`src/rtl/clause_pkg.sv`:
```
// clause_pkg
// Shared definitions for the clause loading path: the default clause word
// width, the default width of the loaded-word counter, and the loader state
// encoding. The loader and the downstream clause shift-register stage both
// import this package.
package clause_pkg;

  // Default clause word width. It matches the downstream shift register.
  localparam int N_DEFAULT = 8;

  // Default width of the count of fully shifted words.
  localparam int C_DEFAULT = 8;

  // IDLE waits for a word. SHIFT serializes the buffered word onto sin.
  typedef enum logic {
    IDLE  = 1'b0,
    SHIFT = 1'b1
  } state_t;

endpackage

```
`src/rtl/clause_loader.sv`:
```
// clause_loader
// Accepts parallel clause words over a valid/ready handshake. Each word is
// serialized LSB first into a downstream right-shifting register, one bit
// per load pulse. After N load pulses, that register holds the original word.
// A word can be accepted during the last-bit cycle of the previous word, so
// back-to-back words stream with no gap.
//
// Ports:
//   clk       rising-edge clock
//   reset     asynchronous reset, active low
//   in_valid  upstream has a word on in_data
//   in_data   parallel clause word (N bits)
//   in_ready  word is taken this cycle if in_valid is also high
//   hold      downstream stall; freezes the shifter while high
//   load      shift enable to the downstream register
//   sin       serial bit to the downstream register, valid with load
//   busy      high while a word is being serialized
//   done      one-cycle pulse after the last bit of a word has shifted
//   count     number of fully shifted words, modulo 2^C
module clause_loader
  import clause_pkg::*;
#(
  parameter int N = N_DEFAULT,
  parameter int C = C_DEFAULT
) (
  input  logic         clk,
  input  logic         reset,
  input  logic         in_valid,
  input  logic [N-1:0] in_data,
  output logic         in_ready,
  input  logic         hold,
  output logic         load,
  output logic         sin,
  output logic         busy,
  output logic         done,
  output logic [C-1:0] count
);

  // Width of the bit counter. It is kept at one bit or more for N = 1.
  localparam int CW = (N > 1) ? $clog2(N) : 1;

  state_t         state_q, state_d;
  logic [N-1:0]   shiftBuf_q, shiftBuf_d;
  logic [CW-1:0]  bitCnt_q, bitCnt_d;
  logic           done_q, done_d;
  logic [C-1:0]   count_q, count_d;
  logic           lastBit;
  logic           accept;

  // The last-bit cycle needs the bit counter at its top value. It also needs
  // hold low, so a stalled final bit does not open the input early.
  assign lastBit = (state_q == SHIFT) && !hold && (bitCnt_q == CW'(N - 1));

  // in_ready is gated by reset so the handshake stays closed during reset.
  assign accept  = in_valid && in_ready;

  // State register. Reset discards any partial word without a done pulse.
  always_ff @(posedge clk or negedge reset) begin
    if (!reset) begin
      state_q    <= IDLE;
      shiftBuf_q <= '0;
      bitCnt_q   <= '0;
      done_q     <= 1'b0;
      count_q    <= '0;
    end else begin
      state_q    <= state_d;
      shiftBuf_q <= shiftBuf_d;
      bitCnt_q   <= bitCnt_d;
      done_q     <= done_d;
      count_q    <= count_d;
    end
  end

  // Next-state logic.
  // In the last-bit cycle, the finishing word raises done and bumps the
  // count. In the same cycle, a newly accepted word reloads the buffer, so
  // shifting continues without a bubble.
  always_comb begin
    state_d    = state_q;
    shiftBuf_d = shiftBuf_q;
    bitCnt_d   = bitCnt_q;
    done_d     = 1'b0;
    count_d    = count_q;
    if (state_q == IDLE) begin
      if (accept) begin
        shiftBuf_d = in_data;
        bitCnt_d   = '0;
        state_d    = SHIFT;
      end
    end else if (!hold) begin
      shiftBuf_d = shiftBuf_q >> 1;
      bitCnt_d   = bitCnt_q + CW'(1);
      if (lastBit) begin
        done_d  = 1'b1;
        count_d = count_q + C'(1);
        if (accept) begin
          shiftBuf_d = in_data;
          bitCnt_d   = '0;
          state_d    = SHIFT;
        end else begin
          bitCnt_d   = '0;
          state_d    = IDLE;
        end
      end
    end
  end

  // Output logic.
  // sin follows the buffer LSB throughout SHIFT, so it stays stable under
  // hold. In IDLE, sin is forced to 0.
  always_comb begin
    load     = 1'b0;
    sin      = 1'b0;
    busy     = 1'b0;
    in_ready = reset && ((state_q == IDLE) || lastBit);
    done     = done_q;
    count    = count_q;
    if (state_q == SHIFT) begin
      busy = 1'b1;
      sin  = shiftBuf_q[0];
      load = !hold;
    end
  end

endmodule

```
`config.mk`:
```
export PLATFORM = sky130hd
export DESIGN_NAME = clause_loader
export DESIGN_NICKNAME = d
export VERILOG_FILES = /design/src/rtl/clause_pkg.sv /design/src/rtl/clause_loader.sv
export SDC_FILE = /design/constraint.sdc
export NUM_CORES = 1
export LEC_CHECK = 0
export ABC_AREA = 0
export BUFFER_PORTS_ARGS = -buffer_cell sky130_fd_sc_hd__buf_2
export CORE_AREA = 2 2 40 69
export CTS_CLUSTER_SIZE = 24
export DETAILED_ROUTE_END_ITERATION = 8
export DIE_AREA = 0 0 42 71
export PLACE_DENSITY = 0.75
export SLEW_MARGIN = 10
export SYNTH_ARGS = -nofsm -noshare
export SYNTH_HDL_FRONTEND = slang
export SYNTH_SLANG_ARGS = --single-unit
```
`constraint.sdc`:
```
create_clock -name clk -period 1.5 [get_ports clk]
set_input_delay 0.3 -clock clk [delete_from_list [all_inputs] [get_ports clk]]
set_output_delay 0.3 -clock clk [all_outputs]
set_load 0.01 [all_outputs]
```
==> results of run 1 <==
==> kinds of logic (layout without fill, tap and decap cells) <==
family                   Yosys count  count (layout)  share of synthesized area
AND/OR/NAND/NOR                   38              38                      0.210
adder cells (fa/ha/maj)            3               3                     0.0368
multiplexers                       2               2                     0.0208
buffers and inverters             11              48                     0.0564
XOR/XNOR                           7               7                     0.0601
flip-flops                        21              21                      0.515
AO/OA/AOI/OAI                     18              18                      0.102
==> registers in the layout, summed over array words and instances (netlist names) <==
name	count
count	8
state_q	1
shiftBuf_q	8
done	1
bitCnt_q	3
==> placed cells by master, fill, tap and decap left out, drive strengths merged, types with 2 or more instances in the layout <==
cell type  netlist  final
buf              4     39
dfrtp           21     21
nor3             9      9
o21ai            9      9
nand3            7      7
a31oi            7      7
inv              5      5
nand4            5      5
nand2            5      5
xor2             4      4
clkbuf           2      4
xnor2            3      3
ha               3      3
nand2b           2      2
and2             2      2
and3b            2      2
==> cell usage after synthesis <==
cell / instances / share of area
clkbuf_1: 2 / 0.0074
dfrtp_1: 21 / 0.51
inv_1: 5 / 0.018
and3b_1: 2 / 0.017
mux2i_1: 1 / 0.0098
o21ai_0: 8 / 0.039
a31oi_1: 7 / 0.043
xnor2_1: 3 / 0.026
mux2_2: 1 / 0.011
nand3_1: 7 / 0.034
buf_2: 1 / 0.0049
nand2_1: 5 / 0.018
nor2b_1: 1 / 0.0061
buf_1: 1 / 0.0037
xor2_1: 4 / 0.034
and3_1: 1 / 0.0061
nand4b_1: 1 / 0.0086
or2_1: 1 / 0.0061
o22ai_1: 1 / 0.0061
and4b_1: 1 / 0.0098
and2_1: 2 / 0.012
o21ai_1: 1 / 0.0049
o221ai_1: 1 / 0.0086
buf_6: 2 / 0.022
ha_1: 3 / 0.037
nor3_1: 9 / 0.044
nand4_1: 5 / 0.031
nand2b_1: 2 / 0.012
nor2_1: 1 / 0.0037
==> report_power, final <==
part / internal (mW) / total [mW] / switching [mW] / leakage, nW
sequential: 0.736 / 0.884 / 0.148 / 0.260
combinational: 0.420 / 0.793 / 0.373 / 0.459
clock: 0.189 / 0.363 / 0.174 / 0.0228
==> worst paths after layout <==
check / from / to / slack (ns) / depth (start not counted)
setup / recovery: bitCnt_q[1] / in_ready / -0.22 / 6
hold / removal: reset / count[0] / 0.08 / 2
setup reg to reg: bitCnt_q[1] / count[1] / -0.15 / 6
hold reg to reg: count[7] / count[7] / 0.46 / 1
max in group asynchronous: reset / state_q / 1.19 / 2
min in group clk: in_data[7] / shiftBuf_q[7] / 0.29 / 3
==> final cells by class <==
cell class | instances | area, um2 | share of cell area
flip-flops and latches | 21 | 527 | 0.368
repair buffers | 39 | 248 | 0.173
multi-input cells | 68 | 561 | 0.392
inverters | 5 | 18.8 | 0.0131
clock buffers | 4 | 45.0 | 0.0315
well taps | 26 | 32.5 | 0.0227
==> layer usage <==
layer  vias to the layer above  wire length [um]  global-route usage
met2                        21              1380               0.319
met1                       468               913               0.199
li1                        430                 -                   -
met3                         5                80              0.0306
met4                         0                44              0.0753
met5                         -                 0                   0
==> stage by stage <==
step	setup slack (ns)	power, mW	hold WS [ns]	utilization	setup TNS, ns
2_1_floorplan	0.0141	1.25	0.00441	-	0
5_1_grt	-0.276	2.19	0.0973	0.588	-2.15
4_1_cts	-0.200	1.93	0.0772	0.554	-1.27
6_report	-0.221	2.04	0.0753	0.588	-1.11
3_5_place_dp	-0.0435	1.47	0.357	0.488	-0.0690
3_3_place_gp	-0.0249	1.43	0.352	0.488	-0.0249
==> timing repair <==
action,4_1_cts,5_1_grt
hold buffers,0,0
pin swaps,9,17
gates cloned,0,0
buffers inserted,7,3
resized for setup,22,20
setup endpoints to repair,9,20
==> results.ini, run 1 <==
[critical_path]
cp_cell_sequence = ha_2 -> ha_4 -> nand2b_1 -> nand2_1 -> and2_1 -> buf_2
critPathBufInv = 1
critPathTopFamily = flip-flops
cp_max_fo = 2
end_kind = output port
arrival_ns = 1.42
cp_slowest_cell = dfrtp_1
crit_type = flop to output port
slowest_delay_ns = 0.39
critPathRequiredTime_ns = 1.20
startpoint_type = flop

[timing]
finalCritPeriodShare = 1.15
slew_violations = 0
setup_viol = 13
rsz0062_at_grt = true
setup_slack_ns = -0.221
hold_viol_final = 0
slew-limit-headroom = 0.746
fin_skew_ns = 0.000907
fmax_mhz = 581
period_needed_ns = 1.72
tightest_slew_ns = 0.381

[routing]
avgRoutedWirePerCell_um = 14.8
firstDrtPassIters = 3
drtAntennaViolNets = 0
vias_per_cell = 5.67
drt-total-wl_mm = 2.41
dr_total_vias = 924
dr.first_iter.drc_count = 12
drc = 0

[layout]
drive_gt1_frac = 0.489
diodes = 0
area_growth_syn_to_layout_pct = 40.2
nFillCells = 193
final_area_mm2 = 0.00143
fin_cells = 163
final_nets = 153

[yosys]
postSynthCellCount = 100
synth-seq-cells = 21
synth_area_mm2 = 0.00102
ys_types = 29
yosysWarnings = 0
synth.net_count = 115
syn_avg_cell_area_um2 = 10.2
seq_area_frac_synth = 0.515

[clocking]
htreeDepth = 1
cts-buffers-inserted = 3
clk_path_buf_depth = 2
clock-sinks = 21
clk_latency_ns = 0.26
path_clk_slew_ns = 0.07
cts_root_buf = clkbuf_8
cts_tree = done

[die]
start_util = 0.420
core_mm2 = 0.00243
die_area_mm2 = 0.00298
num_rows = 24
ioPinCount = 25
dieHeight_um = 71
die_x_um = 42

[grt]
grt_pass1_vias = 917
grt_pass1_wl_mm = 4.11
grt_overflow = 0
grt_max_degree = 23
antenna_found_initial = 0
grt_usage = 0.177

[status]
status = complete, but fails checks
violations = setup timing

[pwr]
ir_worst_vdd_v = 0.000871
power.density_mw_per_mm2 = 1430
leakage_nw = 0.742

[job]
drv_cap = 0

[place]
dp_cells = 151
dpl_cell_area_mm2 = 0.00119
place_congestion = 0.712
io_buffers = 24
dp_hpwl_mm = 1.63

[worst_hold_path]
hp-class = primary input to async pin

No activity file was read; power rests on OpenSTA's default activity.
==> inputs of run 2 (changes only) <==
--- a/config.mk
+++ b/config.mk
@@ -7,11 +7,13 @@
 export LEC_CHECK = 0
 export ABC_AREA = 0
 export BUFFER_PORTS_ARGS = -buffer_cell sky130_fd_sc_hd__buf_2
-export CORE_AREA = 2 2 40 69
+export CELL_PAD_IN_SITES_DETAIL_PLACEMENT = 1
+export CELL_PAD_IN_SITES_GLOBAL_PLACEMENT = 2
+export CORE_AREA = 2 2 49 85
 export CTS_CLUSTER_SIZE = 24
 export DETAILED_ROUTE_END_ITERATION = 8
-export DIE_AREA = 0 0 42 71
-export PLACE_DENSITY = 0.75
+export DIE_AREA = 0 0 51 87
+export PLACE_DENSITY = 0.77
 export SLEW_MARGIN = 10
 export SYNTH_ARGS = -nofsm -noshare
 export SYNTH_HDL_FRONTEND = slang
==> constraint.sdc (replaced) <==
create_clock -name clk -period 1.5 [get_ports clk]
set_input_delay 0.075 -clock clk [delete_from_list [all_inputs] [get_ports clk]]
set_output_delay 0.075 -clock clk [all_outputs]
set_load 0.01 [all_outputs]
==> run 2 against run 1 <==
The flow still finishes with violations (setup timing); first-iteration DRC count rose by 83%; global-route usage fell by 3.7 points; critical path type unchanged; utilization fell by 23 points; combinational power fell by 13%.
==> results.ini, run 2 (synthesis results as in run 1) <==
[routing]
drc = 0  ; unchanged
drt-total-wl_mm = 2.70  ; was 2.41 mm
drtAntennaViolNets = 0  ; unchanged
vias_per_cell = 5.03  ; was 5.67
avgRoutedWirePerCell_um = 15.0  ; was 14.8 um
dr_total_vias = 905  ; was 924
firstDrtPassIters = 4  ; was 3
dr.first_iter.drc_count = 22  ; was 12

[layout]
mostFrequentLayoutCells = buf_2, dfrtp_1, buf_4  ; unchanged
drive_gt1_frac = 0.364  ; was 0.489
layout_commonest_cell = buf_2  ; unchanged
final_area_mm2 = 0.00135  ; was 0.00143 mm2
nFillCells = 448  ; was 193
area_growth_syn_to_layout_pct = 32.0  ; was 40.2%
diodes = 0  ; unchanged
final_nets = 148  ; was 153
utilization = 0.355  ; was 0.588
fin_cells = 180  ; was 163

[pwr]
p_sw_frac = 0.350  ; was 0.341
combPwrFrac = 0.356  ; was 0.389
power.density_mw_per_mm2 = 1440  ; was 1430 mW/mm2
switching_power_mw = 0.679  ; was 0.695 mW
clkPwrFrac = 0.201  ; was 0.178
p_int_mw = 1.26  ; was 1.34 mW
ir_worst_vdd_v = 0.000680  ; was 0.000871 V
leakage_nw = 0.662  ; was 0.742 nW
pwr-share-seq = 0.444  ; was 0.433

[clocking]
path_clk_slew_ns = 0.08  ; was 0.07 ns
cts_root_buf = clkbuf_8  ; unchanged
cts_tree = done  ; unchanged
htreeDepth = 1  ; unchanged
clock-sinks = 21  ; unchanged
clk_latency_ns = 0.26  ; about the same
cts-buffers-inserted = 3  ; unchanged
clk_path_buf_depth = 2  ; unchanged

[timing]
fmax_mhz = 657  ; was 581 MHz
tightest_slew_ns = 0.410  ; was 0.381 ns
slew_violations = 0  ; unchanged
rsz0062_at_grt = true  ; unchanged
fin_skew_ns = 0.00405  ; was 0.000907 ns
finalCritPeriodShare = 1.01  ; was 1.15
hold_slack_ns = 0.0564  ; was 0.0753 ns
setup_viol = 1  ; was 13
period_needed_ns = 1.52  ; was 1.72 ns
slew-limit-headroom = 0.727  ; was 0.746
hold_viol_final = 0  ; unchanged
setup_slack_ns = -0.0217  ; was -0.221 ns
setup_tns_ns = -0.0217  ; was -1.11 ns

[critical_path]
slowest_delay_ns = 0.39  ; about the same
cp_max_fo = 5  ; was 2
rrSetupSlack_ns = 0.06  ; was -0.15 ns
startpoint_type = flop  ; unchanged
critPathRequiredTime_ns = 1.42  ; was 1.20 ns
cp_slowest_cell = dfrtp_1  ; unchanged
arrival_ns = 1.45  ; was 1.42 ns
end_kind = output port  ; unchanged
cp_cell_sequence = ha_2 -> ha_4 -> nand2b_4 -> nand2_2 -> and2_4 -> buf_6  ; was ha_2 -> ha_4 -> nand2b_1 -> nand2_1 -> and2_1 -> buf_2
crit_type = flop to output port  ; unchanged

[worst_hold_path]
hp-class = primary input to flop  ; was primary input to async pin

[grt]
grtUsageMet1 = 0.153  ; was 0.199
grt_overflow = 0  ; unchanged
grt_usage = 0.139  ; was 0.177
grt_max_degree = 24  ; was 23
use_met2 = 0.249  ; was 0.319
grt_pass1_vias = 962  ; was 917
gr-usage-met3 = 0.0223  ; was 0.0306
grt_pass1_wl_mm = 4.64  ; was 4.11 mm
antenna_found_initial = 0  ; unchanged
grt_busiest_layer = met2  ; unchanged

[status]
violations = setup timing  ; unchanged
status = complete, but fails checks  ; unchanged

[die]
start_util = 0.269  ; was 0.420
die_area_mm2 = 0.00444  ; was 0.00298 mm2
die_x_um = 51  ; was 42 um
ioPinCount = 25  ; unchanged
num_rows = 30  ; was 24
core_mm2 = 0.00379  ; was 0.00243 mm2
dieHeight_um = 87  ; was 71 um

[place]
io_buffers = 24  ; unchanged
dp_hpwl_mm = 1.94  ; was 1.63 mm
dp_cells = 171  ; was 151
dpl_cell_area_mm2 = 0.00120  ; was 0.00119 mm2
place_congestion = 0.723  ; was 0.712

[job]
drv_cap = 0  ; unchanged

-- run 2: cell count changes in the layout (fill, tap and decap cells not counted), sizes merged --
cell,previous run,this run
clkinvlp,0,1
clkbuf,4,3
buf,39,33
dlygate4sd3,0,1
-- run 2: metal layers --
metal	wire length [um]	up-vias
met5	0	-
met3	113	4
li1	-	424
met4	43	0
met1	1050	454
met2	1500	23
-- run 2: final timing paths --
path / endpoint / cells past startpoint / startpoint
max in group asynchronous: shiftBuf_q[0] / 3 / reset
worst max-delay path: in_ready / 6 / bitCnt_q[0]
worst min-delay path: shiftBuf_q[7] / 3 / in_data[7]
worst max register to register: shiftBuf_q[5] / 5 / bitCnt_q[0]
min in group asynchronous: count[3] / 3 / reset
worst min register to register: count[7] / 1 / count[7]
-- run 2: repair_timing --
action                                 CTS  global route
setup endpoints to repair               11            15
setup buffers                            3             2
resized for setup                        7            13
pin swaps                                1             3
endpoints found under the hold margin   21             0
hold buffers                             1             0
-- run 2: layout make-up --
cell class,instances,area [um2],area share
multi-input cells,68,490,0.364
well taps,48,60.1,0.0446
clock buffers,3,41.3,0.0306
inverters,5,18.8,0.0139
repair buffers,34,204,0.151
flip-flops and latches,21,526,0.390
clock inverters,1,7.51,0.00557
-- run 2: worst max-delay path: cells and delay by family (launching register included) --
kind                       cells  cell delay (ns)
DFF                            1             0.39
buffers and inverters          1             0.11
and+or+nand+nor                3             0.29
adders and majority gates      2             0.38
-- run 2: power by group through the flow --
stage / clock, mW / sequential, mW / combinational [mW]
6_report: 0.390 / 0.862 / 0.691
3_3_place_gp: 0 / 0.855 / 0.572
5_1_grt: 0.428 / 0.886 / 0.784
3_5_place_dp: 0 / 0.870 / 0.591
2_1_floorplan: 0 / 0.858 / 0.387
4_1_cts: 0.403 / 0.862 / 0.655
-- run 2: per-stage QoR --
step | power, mW | setup slack [ns]
2_1_floorplan | 1.25 | 0.0141
5_1_grt | 2.10 | -0.0842
3_5_place_dp | 1.46 | -0.0329
4_1_cts | 1.92 | -0.0362
3_3_place_gp | 1.43 | 0.0120
6_report | 1.94 | -0.0217
